## config.mk

```make
export PLATFORM = sky130hd
export DESIGN_NAME = alu_writeback_stage_flat
export DESIGN_NICKNAME = d
export VERILOG_FILES = /design/src/rtl/dcpu_pkg.sv /design/src/rtl/alu_writeback_stage_if.sv /design/src/rtl/wb_fifo.sv /design/src/rtl/alu_writeback_stage.sv /design/src/flat_wrapper.sv
export SDC_FILE = /design/constraint.sdc
export NUM_CORES = 1
export LEC_CHECK = 0
export ABC_AREA = 1
export BUFFER_PORTS_ARGS = -buffer_cell sky130_fd_sc_hd__buf_2
export CAP_MARGIN = 0
export CORE_MARGIN = 5
export CORE_UTILIZATION = 49
export CTS_BUF_LIST = sky130_fd_sc_hd__clkbuf_8
export DETAILED_ROUTE_END_ITERATION = 8
export PLACE_DENSITY = 0.75
export SLEW_MARGIN = 40
export SYNTH_ARGS = -nofsm -noshare
export SYNTH_HDL_FRONTEND = slang
export SYNTH_SLANG_ARGS = --single-unit
```

## constraint.sdc

```tcl
create_clock -name clk -period 1.5 [get_ports clk]
set_input_delay 0.075 -clock clk [delete_from_list [all_inputs] [get_ports clk]]
set_output_delay 0.075 -clock clk [all_outputs]
set_load 0.1 [all_outputs]
```

## src/rtl/dcpu_pkg.sv

```systemverilog
// rtl/dcpu_pkg.sv - opcode constants, flag indices and CF-update decode shared by the datapath
package dcpu_pkg;

    localparam logic [3:0] OP_ADD  = 4'b0000;
    localparam logic [3:0] OP_ADDC = 4'b0001;
    localparam logic [3:0] OP_SUB  = 4'b0010;
    localparam logic [3:0] OP_SUBC = 4'b0011;
    localparam logic [3:0] OP_INC  = 4'b0100;
    localparam logic [3:0] OP_DEC  = 4'b0101;
    localparam logic [3:0] OP_NEG  = 4'b0110;
    localparam logic [3:0] OP_CMP  = 4'b0111;
    localparam logic [3:0] OP_TRAN = 4'b1000;
    localparam logic [3:0] OP_XOR  = 4'b1001;
    localparam logic [3:0] OP_AND  = 4'b1010;
    localparam logic [3:0] OP_OR   = 4'b1011;
    localparam logic [3:0] OP_SLL  = 4'b1100;
    localparam logic [3:0] OP_SRL  = 4'b1101;
    localparam logic [3:0] OP_ROL  = 4'b1110;
    localparam logic [3:0] OP_SRA  = 4'b1111;

    localparam int FLG_CF = 2;
    localparam int FLG_ZF = 1;
    localparam int FLG_NF = 0;

    // CMP and the logical group 10xx leave the carry untouched so ADDC/SUBC chains survive them
    function automatic logic updates_cf(input logic [3:0] opc);
        return !((opc == OP_CMP) || (opc[3:2] == 2'b10));
    endfunction

endpackage

```

## src/rtl/alu_writeback_stage_if.sv

```systemverilog
// rtl/alu_writeback_stage_if.sv - ALU result intake and register-file writeback handshakes
interface alu_writeback_stage_if #(
    parameter int DW = 16,
    parameter int AW = 3
);
    logic          in_vld;
    logic          in_rdy;
    logic [3:0]    opc;
    logic [DW-1:0] res;
    logic          rcf;
    logic          rzf;
    logic          rnf;
    logic          wen;
    logic [AW-1:0] dst;
    logic          wb_vld;
    logic          wb_rdy;
    logic [AW-1:0] wb_addr;
    logic [DW-1:0] wb_data;

    modport master (
        output in_vld, opc, res, rcf, rzf, rnf, wen, dst, wb_rdy,
        input  in_rdy, wb_vld, wb_addr, wb_data
    );

    modport slave (
        input  in_vld, opc, res, rcf, rzf, rnf, wen, dst, wb_rdy,
        output in_rdy, wb_vld, wb_addr, wb_data
    );
endinterface

```

## src/rtl/wb_fifo.sv

```systemverilog
// rtl/wb_fifo.sv - small power-of-two FIFO holding pending register-file writes
module wb_fifo #(
    parameter int W     = 19,
    parameter int DEPTH = 2
) (
    input  logic         clk,
    input  logic         rst,
    input  logic         push,
    input  logic [W-1:0] push_data,
    input  logic         pop,
    output logic         full,
    output logic         empty,
    output logic [W-1:0] head
);
    localparam int PW = (DEPTH > 1) ? $clog2(DEPTH) : 1;
    localparam int CW = $clog2(DEPTH + 1);
    localparam logic [CW-1:0] CNT_FULL = CW'(DEPTH);

    logic [W-1:0]  mem [DEPTH];
    logic [PW-1:0] wr_ptr;
    logic [PW-1:0] rd_ptr;
    logic [CW-1:0] count;
    logic          push_en;
    logic          pop_en;

    assign push_en = push & ~full;
    assign pop_en  = pop & ~empty;

    // pointers wrap naturally because DEPTH is a power of two
    always_ff @(posedge clk or posedge rst) begin
        if (rst) begin
            wr_ptr <= '0;
            rd_ptr <= '0;
            count  <= '0;
            for (int i = 0; i < DEPTH; i++) begin
                mem[i] <= '0;
            end
        end else begin
            if (push_en) begin
                mem[wr_ptr] <= push_data;
                wr_ptr      <= wr_ptr + 1'b1;
            end
            if (pop_en) begin
                rd_ptr <= rd_ptr + 1'b1;
            end
            case ({push_en, pop_en})
                2'b10:   count <= count + 1'b1;
                2'b01:   count <= count - 1'b1;
                default: count <= count;
            endcase
        end
    end

    assign full  = (count == CNT_FULL);
    assign empty = (count == '0);
    assign head  = mem[rd_ptr];

endmodule

```

## src/rtl/alu_writeback_stage.sv

```systemverilog
// rtl/alu_writeback_stage.sv - captures ALU flags, feeds CF back, queues register writes
module alu_writeback_stage
    import dcpu_pkg::*;
#(
    parameter int DW    = 16,
    parameter int AW    = 3,
    parameter int DEPTH = 2
) (
    input  logic                  clk,
    input  logic                  rst,
    alu_writeback_stage_if.slave  bus,
    output logic                  icf,
    output logic [2:0]            flags
);
    logic             cf;
    logic             zf;
    logic             nf;
    logic             accept;
    logic             push;
    logic             pop;
    logic             full;
    logic             empty;
    logic [AW+DW-1:0] head;

    assign accept = bus.in_vld & bus.in_rdy;
    assign push   = accept & bus.wen & (bus.opc != OP_CMP);
    assign pop    = bus.wb_vld & bus.wb_rdy;

    // a full queue blocks flag-only opcodes too, keeping flag order in program order
    assign bus.in_rdy = ~full;
    assign bus.wb_vld = ~empty;
    assign {bus.wb_addr, bus.wb_data} = head;

    always_ff @(posedge clk or posedge rst) begin
        if (rst) begin
            cf <= 1'b0;
            zf <= 1'b0;
            nf <= 1'b0;
        end else if (accept) begin
            zf <= bus.rzf;
            nf <= bus.rnf;
            if (updates_cf(bus.opc)) begin
                cf <= bus.rcf;
            end
        end
    end

    assign icf = cf;

    always_comb begin
        flags         = '0;
        flags[FLG_CF] = cf;
        flags[FLG_ZF] = zf;
        flags[FLG_NF] = nf;
    end

    wb_fifo #(
        .W     (AW + DW),
        .DEPTH (DEPTH)
    ) u_wb_fifo (
        .clk       (clk),
        .rst       (rst),
        .push      (push),
        .push_data ({bus.dst, bus.res}),
        .pop       (pop),
        .full      (full),
        .empty     (empty),
        .head      (head)
    );

endmodule
```

## src/flat_wrapper.sv

```systemverilog
// flat-port wrapper written by rule: the top's interface ports become plain ports
module alu_writeback_stage_flat import dcpu_pkg::*;
#(
    parameter int DW    = 16,
    parameter int AW    = 3,
    parameter int DEPTH = 2
)
  (clk, rst, icf, flags, bus_in_vld, bus_opc, bus_res, bus_rcf, bus_rzf, bus_rnf, bus_wen, bus_dst, bus_wb_rdy, bus_in_rdy, bus_wb_vld, bus_wb_addr, bus_wb_data);
  alu_writeback_stage_if #(.DW(DW), .AW(AW)) bus_i ();
  input  logic clk;
  input  logic rst;
  output logic icf;
  output logic [2:0] flags;
  input wire logic [$bits(bus_i.in_vld)-1:0] bus_in_vld;
  input wire logic [$bits(bus_i.opc)-1:0] bus_opc;
  input wire logic [$bits(bus_i.res)-1:0] bus_res;
  input wire logic [$bits(bus_i.rcf)-1:0] bus_rcf;
  input wire logic [$bits(bus_i.rzf)-1:0] bus_rzf;
  input wire logic [$bits(bus_i.rnf)-1:0] bus_rnf;
  input wire logic [$bits(bus_i.wen)-1:0] bus_wen;
  input wire logic [$bits(bus_i.dst)-1:0] bus_dst;
  input wire logic [$bits(bus_i.wb_rdy)-1:0] bus_wb_rdy;
  output wire logic [$bits(bus_i.in_rdy)-1:0] bus_in_rdy;
  output wire logic [$bits(bus_i.wb_vld)-1:0] bus_wb_vld;
  output wire logic [$bits(bus_i.wb_addr)-1:0] bus_wb_addr;
  output wire logic [$bits(bus_i.wb_data)-1:0] bus_wb_data;
  assign bus_i.in_vld = bus_in_vld;
  assign bus_i.opc = bus_opc;
  assign bus_i.res = bus_res;
  assign bus_i.rcf = bus_rcf;
  assign bus_i.rzf = bus_rzf;
  assign bus_i.rnf = bus_rnf;
  assign bus_i.wen = bus_wen;
  assign bus_i.dst = bus_dst;
  assign bus_i.wb_rdy = bus_wb_rdy;
  assign bus_in_rdy = bus_i.in_rdy;
  assign bus_wb_vld = bus_i.wb_vld;
  assign bus_wb_addr = bus_i.wb_addr;
  assign bus_wb_data = bus_i.wb_data;
  alu_writeback_stage #(.DW(DW), .AW(AW), .DEPTH(DEPTH)) u_core (.clk(clk), .rst(rst), .bus(bus_i), .icf(icf), .flags(flags));
endmodule
```

# Word-level counts from Yosys, hierarchy flattened
# Index checks and enable logic that the tools add are counted.
dict set report classes {
  n_bitwise 11
  reduce_logical 5
  n_mux 7
  magnitude_cmp 3
  add_sub_neg 4
  eq_ne 6
}
# cell n
set op_table {}
lappend op_table {{$mux W19} 4}
lappend op_table {{$bwmux W38} 1}
lappend op_table {{$demux W19 S1} 1}
lappend op_table {{$and A1 B1 Y1} 6}
lappend op_table {{$eq A2 B2 Y1 const B} 3}
lappend op_table {{$eq A4 B3 Y1 const B} 1}
lappend op_table {{$ge A2 B2 Y1 const B} 2}
lappend op_table {{$ne A4 B3 Y1 const B} 1}
lappend op_table {{$not A1 Y2} 2}
lappend op_table {{$pmux W2 S2} 1}
lappend op_table {{$not A1 Y1} 3}
lappend op_table {{$add A1 B1 Y1 const B} 2}
lappend op_table {{$add A2 B1 Y2 const B} 1}
lappend op_table {{$eq A2 B1 Y1 const B} 1}
lappend op_table {{$logic_not A2 Y1} 1}
lappend op_table {{$lt A2 B1 Y1 const B} 1}
lappend op_table {{$reduce_and A2 Y1} 1}
lappend op_table {{$reduce_bool A2 Y1} 1}
lappend op_table {{$sub A2 B1 Y2 const B} 1}
lappend op_table {{$logic_and A1 B1 Y1} 1}
lappend op_table {{$logic_or A1 B1 Y1} 1}
dict set report word_totals {
  elab_cells 44
  input_bits 31
  register_bits 45
}

# Depth between registers and ports, before layout
# Gate-level depths: netlist of run 1.
dict set report depth {
  depth_word 8
  depth_mapped 10
  mapped_depth_nobuf 9
}

# Cells and area by module
# Synthesis of run 1 repeated with hierarchy kept, for this count alone.
dict set report hier_totals {
  hier_cells 294
  hier_area_um2 2260.9
}
# mod area_per_inst_um2 seq_area_each_um2 instances cells_each
set by_module_without_submodules {}
lappend by_module_without_submodules {wb_fifo 2057.0 1051.0 1 262}
lappend by_module_without_submodules {alu_writeback_stage 203.9 75.1 1 32}

# Least setup slack after synthesis of run 1
# OpenSTA, ideal clock, no wires.
dict set report synth_timing {
  path_kind {register to register}
  startpoint {register u_core.u_wb_fifo.count[0]}
  endpoint {register u_core.u_wb_fifo.count[1]}
  required_ns 1.369
  setup_slack_ns -0.657
  t_arrival_ns 2.026
  setup_time_ns 0.131
  stages_incl_launch_ff 9
  n_path_buf 0
  period_less_slack_ns 2.157
  cell_sequence {dfrtp_1 inv_2 nand2_1 nand2_1 inv_1 ha_1 a21oi_1 o21ai_0 xor2_1}
}
dict set report synth_via {
  word_cells_on_any_way 16
}
# item line_no
set synth_rtl {}
lappend synth_rtl {{start: declaration} wb_fifo.sv:22} ;# logic [CW-1:0] count;
lappend synth_rtl {{start signal: assignment} wb_fifo.sv:47} ;# 2'b10: count <= count + 1'b1;
lappend synth_rtl {{start signal: assignment} wb_fifo.sv:48} ;# 2'b01: count <= count - 1'b1;
lappend synth_rtl {{start signal: assignment} wb_fifo.sv:49} ;# default: count <= count;
lappend synth_rtl {{$logic_not A2 Y1 *} wb_fifo.sv:55} ;# assign empty = (count == '0);
lappend synth_rtl {{$not A1 Y1 *} alu_writeback_stage.sv:31} ;# assign bus.wb_vld = ~empty;
lappend synth_rtl {{via bus_wb_vld} flat_wrapper.sv:24} ;# output wire logic [$bits(bus_i.wb_vld)-1:0] bus_wb_vld;
lappend synth_rtl {{$and A1 B1 Y1} alu_writeback_stage.sv:27} ;# assign pop = bus.wb_vld & bus.wb_rdy;
lappend synth_rtl {{$and A1 B1 Y1 *} wb_fifo.sv:27} ;# assign pop_en = pop & ~empty;
lappend synth_rtl {{via u_core.u_wb_fifo.pop_en} wb_fifo.sv:24} ;# logic pop_en;
lappend synth_rtl {{$eq A2 B1 Y1 or $eq A2 B2 Y1 (tied branches)} wb_fifo.sv:46} ;# case ({push_en, pop_en})
lappend synth_rtl {{$pmux W2 S2 or $reduce_bool A2 Y1 (tied branches)} -}
# The timed path passes the listed nets; every way through them passes the cells marked *.
# A chain may end at the register's enable or synchronous reset.

# Final worst setup path of run 1
dict set report layout_timing {
  startpoint {register u_core.u_wb_fifo.rd_ptr}
  endpoint {output bus_wb_data[10]}
}
dict set report layout_via {
  elab_chain_len 4
}
# item line_no
set layout_rtl {}
lappend layout_rtl {{start: declaration} wb_fifo.sv:21} ;# logic [PW-1:0] rd_ptr;
lappend layout_rtl {{start signal: assignment} wb_fifo.sv:44} ;# rd_ptr <= rd_ptr + 1'b1;
lappend layout_rtl {{$not A1 Y2 (implied by the code)} wb_fifo.sv:56} ;# assign head = mem[rd_ptr];
lappend layout_rtl {{$mux W19 (implied by the code) (3 in a row)} wb_fifo.sv:56}
lappend layout_rtl {{end: declaration} flat_wrapper.sv:26} ;# output wire logic [$bits(bus_i.wb_data)-1:0] bus_wb_data;
# Every way passes these cells. The select of a mux whose other input is x is not followed.

==> impl_metrics.ini, run 1 <==
[worst_setup_path]
crit_slowest_cell = dfrtp_2
crit_buf_inv = 2
critPathMaxStageDelay_ps = 460
crit_path_end_kind = primary output
cp.required_ps = 1420
startpoint_type = register
path_delay_family = flip-flops
arrival_ps = 1430
critPathMaxFanout = 6
path_cells = clkbuf_16 > mux2_4 > buf_12
worstSetupPathType = register to primary output

[die]
ios = 56
dieArea_sq_mm = 0.00579
rows = 24
initial_core_util_pct = 49.8
die_w_um = 76.1
coreArea_sq_mm = 0.00429
die_y_um = 76.1

[global_route]
grt_antenna_before_repair = 0
grt_max_degree = 41
overflow = 0
grtUsageTotal_pct = 18.4
grt_pass1_vias = 1887
grt_pass1_wl_mm = 8.78

[sta]
post-route-period-util_pct = 100
setup_violations = 4
finalHoldViolations = 0
setup_ws_ps = -2.94
drv_slew = 0
max_slew.worst_pin.slew_ps = 493
post-route-min-period_ps = 1500
fmax_mhz = 665
rsz0062_at_grt = yes
relSlewSlack_pct = 67.3
finalClockSkew_ps = 15.2

[logic_synthesis]
synth-seq-area-share_pct = 52.7
synth_area_leaders = dfrtp_1 (53%), nand2_1 (16%), mux2_2 (10%)
synth_cell_type_count = 21
synth-seq-cells = 45
synth_nets = 265
syn_area_sq_mm = 0.00214
synth_top_area_share_pct = 52.7
synth_edf_count = 0
synth_area_leader_cell = dfrtp_1
yosysMostFrequentCell = nand2_1
syn_inst = 233
avgSynthCellArea_sq_um = 9.18
yosysWarnings = 0
ys_top_cells_by_count = nand2_1 (92), dfrtp_1 (45), nand3_1 (39)
synthArstFlopShare_pct = 100
ys.flop_type = dfrtp_1

[cts]
cts_root_buf = clkbuf_8
cts_sinks = 45
cts_buffer_depth = 2
cts_tree = done
clkLatencyLatePin_ps = 310
clkTransAtPathRegs_ps = 100
numCtsBuffers = 5
cts.htree.levels = 2

[status]
status = finished with violations
violations = negative setup slack

[detailed_routing]
highest_layer = met4
dr.pass1.iters = 4
wl_met3_um = 279
wirelength_mm = 5.46
route.met2.wl_mm = 2.82
viasPerCell = 5.23
drt_iter0_markers = 185
ant_nets = 0
drc = 0
wl_met1_mm = 2.28
vias = 1832
routedWlPerCell_um = 15.6

[final_layout]
fin_cells = 350
drive_gt1_share_pct = 37.6
seq_area_sq_mm = 0.00113
fill_cells = 309
nets = 329
area_growth_pct = 44.4
multiInputGateArea_sq_um = 986
antenna_cells = 0

[placed_design]
placed_cells = 334
dp_hpwl_mm = 3.46
place_congestion = 0.778
io_buffers = 55

[worst_hold_path]
hold_path_class = input pin to register

[run]
max_cap_violations = 0
## what timing repair did
action                                 CTS  global route
setup buffers                            0             3
setup endpoints to repair               16            56
hold buffers                             3             0
cloned                                   0             2
endpoints found under the hold margin   16             0
pin swaps                                0             1
gates resized for setup                  5            22
## cell type report
type | count | share of cell area [%]
multi-input combinational | 163 | 31.9
tap | 52 | 2.11
sequential | 45 | 36.5
timing repair buffer | 73 | 25.2
clock buffer | 5 | 2.23
clock inverter | 3 | 0.810
inverter | 9 | 1.18
## flip-flops by register name (all words and copies together) (netlist names)
register,cells
u_core.u_wb_fifo.mem,38
u_core.u_wb_fifo.count,2
u_core.icf,1
u_core.nf,1
u_core.u_wb_fifo.rd_ptr,1
u_core.u_wb_fifo.wr_ptr,1
u_core.zf,1
## kinds of logic (layout without fill, tap and decap cells)
kind of cell	Yosys count	in the layout	share of synthesized area [%]
buffers and inverters	25	90	6.09
and+or+nand+nor	138	138	29.0
AOI/OAI and AO/OA	2	2	0.468
muxes	19	19	10.0
xor gates and xnor gates	3	3	1.23
adders and majority gates	1	1	0.585
DFF	45	45	52.7
## worst paths after layout
path                                                start                         to  slack, ps  depth (start not counted)
worst max register to register  u_core.u_wb_fifo.count[0]  u_core.u_wb_fifo.count[1]         40                          9
worst max-delay path              u_core.u_wb_fifo.rd_ptr            bus_wb_data[10]         -3                          3
worst min register to register   u_core.u_wb_fifo.mem[17]   u_core.u_wb_fifo.mem[17]        480                          2
max in group asynchronous                             rst    u_core.u_wb_fifo.mem[6]        710                          4
worst min-delay path                          bus_res[13]   u_core.u_wb_fifo.mem[13]          7                          3
min in group asynchronous                             rst    u_core.u_wb_fifo.mem[0]        280                          3
## cell usage in the layout, fill, tap and decap left out, types with 3 or more instances in the layout
cell           count
nand2_1           91
dfrtp_1           43
nand3_1           39
buf_2             36
buf_12            21
mux2_4            19
buf_4              8
inv_1              5
clkbuf_8           5
inv_2              3
dlygate4sd3_1      3
## tightest hold or removal path, delay by kind of cell
kind | cells | cell delay (ps)
AND/OR/NAND/NOR | 2 | 120
buffers and inverters | 1 | 90
## per-stage QoR
stage                     TNS (ps)  cell area (sq um)  util, %  setup WS (ps)  hold slack (ps)
after floorplan               -298               2170        -           -251              185
after global placement           0               2800     65.2           44.9             65.2
after detailed placement     -18.7               2800     65.2          -16.5             70.0
after CTS                    -27.0               2940     68.4          -9.28             2.04
after global routing          -720               3090     71.9          -43.8             12.5
final                        -5.56               3090     71.9          -2.94             6.98
## metal layers
metal	vias up	global-route usage [%]
li1	871	-
met1	908	23.5
met2	47	30.1
met3	6	5.44
met4	0	5.77
met5	-	0
Power of run 1 is left out: the tool's default activity adds up to more than one toggle a clock period on the data nets, which glitch-free logic cannot reach.
==> run 2: changes to the inputs <==
--- a/config.mk
+++ b/config.mk
@@ -9,10 +9,11 @@
 export BUFFER_PORTS_ARGS = -buffer_cell sky130_fd_sc_hd__buf_2
 export CAP_MARGIN = 0
 export CORE_MARGIN = 5
-export CORE_UTILIZATION = 49
+export CORE_UTILIZATION = 54
 export CTS_BUF_LIST = sky130_fd_sc_hd__clkbuf_8
 export DETAILED_ROUTE_END_ITERATION = 8
-export PLACE_DENSITY = 0.75
+export PLACE_DENSITY = 0.78
+export SKIP_LAST_GASP = 1
 export SLEW_MARGIN = 40
 export SYNTH_ARGS = -nofsm -noshare
 export SYNTH_HDL_FRONTEND = slang
==> constraint.sdc (replaced) <==
create_clock -name clk -period 1.52 [get_ports clk]
set_input_delay 0.076 -clock clk [delete_from_list [all_inputs] [get_ports clk]]
set_output_delay 0.076 -clock clk [all_outputs]
set_load 0.1 [all_outputs]
==> run 2 against run 1 <==
  * Critical path depth did not move
  * The run now ends clean
  * Clock skew shrank 6.7 ps
  * Die area decreased by 8.1%
  * Hold slack improved by 13 ps
  * Largest cell class unchanged
  * Setup slack gained 28 ps
  * Final area shrank 5.0%
  * Core utilization up 6.4 points
  * Via count decreased by 1.8%
==> impl_metrics.ini, run 2 (same netlist as run 1, synthesis figures left out) <==
[global_route]
overflow = 0
grt_pass1_wl_mm = 8.54
grt_antenna_before_repair = 0
grt_max_degree = 25
grtUsageTotal_pct = 21.2
grt_pass1_vias = 1857

[worst_setup_path]
critPathMaxStageDelay_ps = 390
path_delay_family = flip-flops
startpoint_type = register
rrSetupSlack_ps = 50
crit_slowest_cell = dfrtp_1
cp.required_ps = 1440
crit_buf_inv = 2
reg2reg_depth = 8
r2r-start = u_core.u_wb_fifo.count[1]
worstSetupPathType = register to primary output
path_cells = buf_12 > mux2_2 > buf_12
crit_path_end_kind = primary output
arrival_ps = 1420
crit_top_cell = buf_12
r2r_end = u_core.u_wb_fifo.count[1]
critPathMaxFanout = 15

[detailed_routing]
routedWlPerCell_um = 15.2
viasPerCell = 5.28
drt_iter0_markers = 153
drc = 0
wirelength_mm = 5.17
vias = 1799
dr.pass1.iters = 4
ant_nets = 0

[die]
dieArea_sq_mm = 0.00532
die_y_um = 72.9
ios = 56
coreArea_sq_mm = 0.00374
initial_core_util_pct = 57.1
rows = 22
die_w_um = 72.9

[cts]
clkTransAtPathRegs_ps = 80
clkLatencyLatePin_ps = 300
cts_tree = done
cts_root_buf = clkbuf_8
cts_sinks = 45
numCtsBuffers = 5
cts_buffer_depth = 2
cts.htree.levels = 2

[final_layout]
area_growth_pct = 37.2
final_common_cell = nand2_1
largest_reg_flops = 38
drive_gt1_share_pct = 36.2
nets = 326
fill_cells = 262
reg.largest.list = u_core.u_wb_fifo.mem (38), u_core.u_wb_fifo.count (2)
multiInputGateArea_sq_um = 913
seq_area_sq_mm = 0.00113
antenna_cells = 0
regMostFlops = u_core.u_wb_fifo.mem
layout_common_cells = nand2_1 (90), dfrtp_1 (44), nand3_1 (39), buf_2 (36), buf_12 (22)

[run]
max_cap_violations = 0

[sta]
rsz0062_at_grt = yes
setup_violations = 0
drv_slew = 0
whs_ps = 19.6
post-route-min-period_ps = 1490
finalHoldViolations = 0
fin_setup_tns_ps = 0
finalClockSkew_ps = 8.46
relSlewSlack_pct = 67.7
max_slew.worst_pin.slew_ps = 484
post-route-period-util_pct = 98.3
fmax_mhz = 669

[placed_design]
place_congestion = 0.770
dp_hpwl_mm = 3.64
io_buffers = 55

[status]
status = completed

[worst_hold_path]
hold_path_class = input pin to register
hp-start = bus_res[4]
min_to = u_core.u_wb_fifo.mem[23]
hold_depth = 3
==> run 2: per-layer routing <==
layer | track usage [%] | vias to the layer above | part of all wire (%)
li1 | - | 861 | -
met2 | 37.5 | 56 | 53
met4 | 9.43 | 0 | 1.2
met1 | 24.6 | 875 | 40
met5 | 0 | - | 0
met3 | 4.41 | 7 | 5.5
==> run 2: worst max path at each step <==
stage,start,end,slack [ps],cells after the start
finish,u_core.u_wb_fifo.rd_ptr,bus_wb_addr[0],30,3
global route,u_core.u_wb_fifo.rd_ptr,bus_wb_data[3],-20,3
CTS,u_core.u_wb_fifo.rd_ptr,bus_wb_addr[0],10,3
detailed placement,u_core.u_wb_fifo.count[1],u_core.u_wb_fifo.count[1],-8,8
global placement,u_core.u_wb_fifo.count[1],u_core.u_wb_fifo.count[1],70,8
floorplan,u_core.u_wb_fifo.count[0],u_core.u_wb_fifo.count[1],-230,10
==> run 2: area by class of cell <==
cell class                 instances  area share [%]
clock inverter                     1           0.171
timing repair buffer              70            24.6
multi-input combinational        163            31.1
tap                               48            2.05
clock buffer                       5            2.35
inverter                           9            1.24
sequential                        45            38.4
==> run 2: what timing repair did <==
action	4_1_cts	5_1_grt
hold buffers	3	0
hold endpoints to repair	23	0
pin swaps	0	1
resized for setup	2	2
cloned	0	0
setup endpoints to repair	1	27
buffers inserted	0	1
==> run 2: metrics by stage <==
step                      area [sq um]  setup WS [ps]  instances  utilization (%)
after CTS                         2920           10.6        340             78.0
after detailed placement          2810          -8.41        331             75.2
after floorplan                   2170           -231        233                -
final                             2930           25.1        341             78.3
after global placement            2810           70.4        331             75.2
after global routing              2930          -15.1        341             78.3
==> run 2: worst reg2reg max path, stage by stage (launching register included) <==
cell and delay [ps]:
dfrtp_2 450, nand2_8 80, nand3_4 90, nor2_8 120, inv_4 50, ha_4 260
a21oi_1 30, o21ai_1 80, xor2_1 210
Power of run 2 is left out for the same reason.
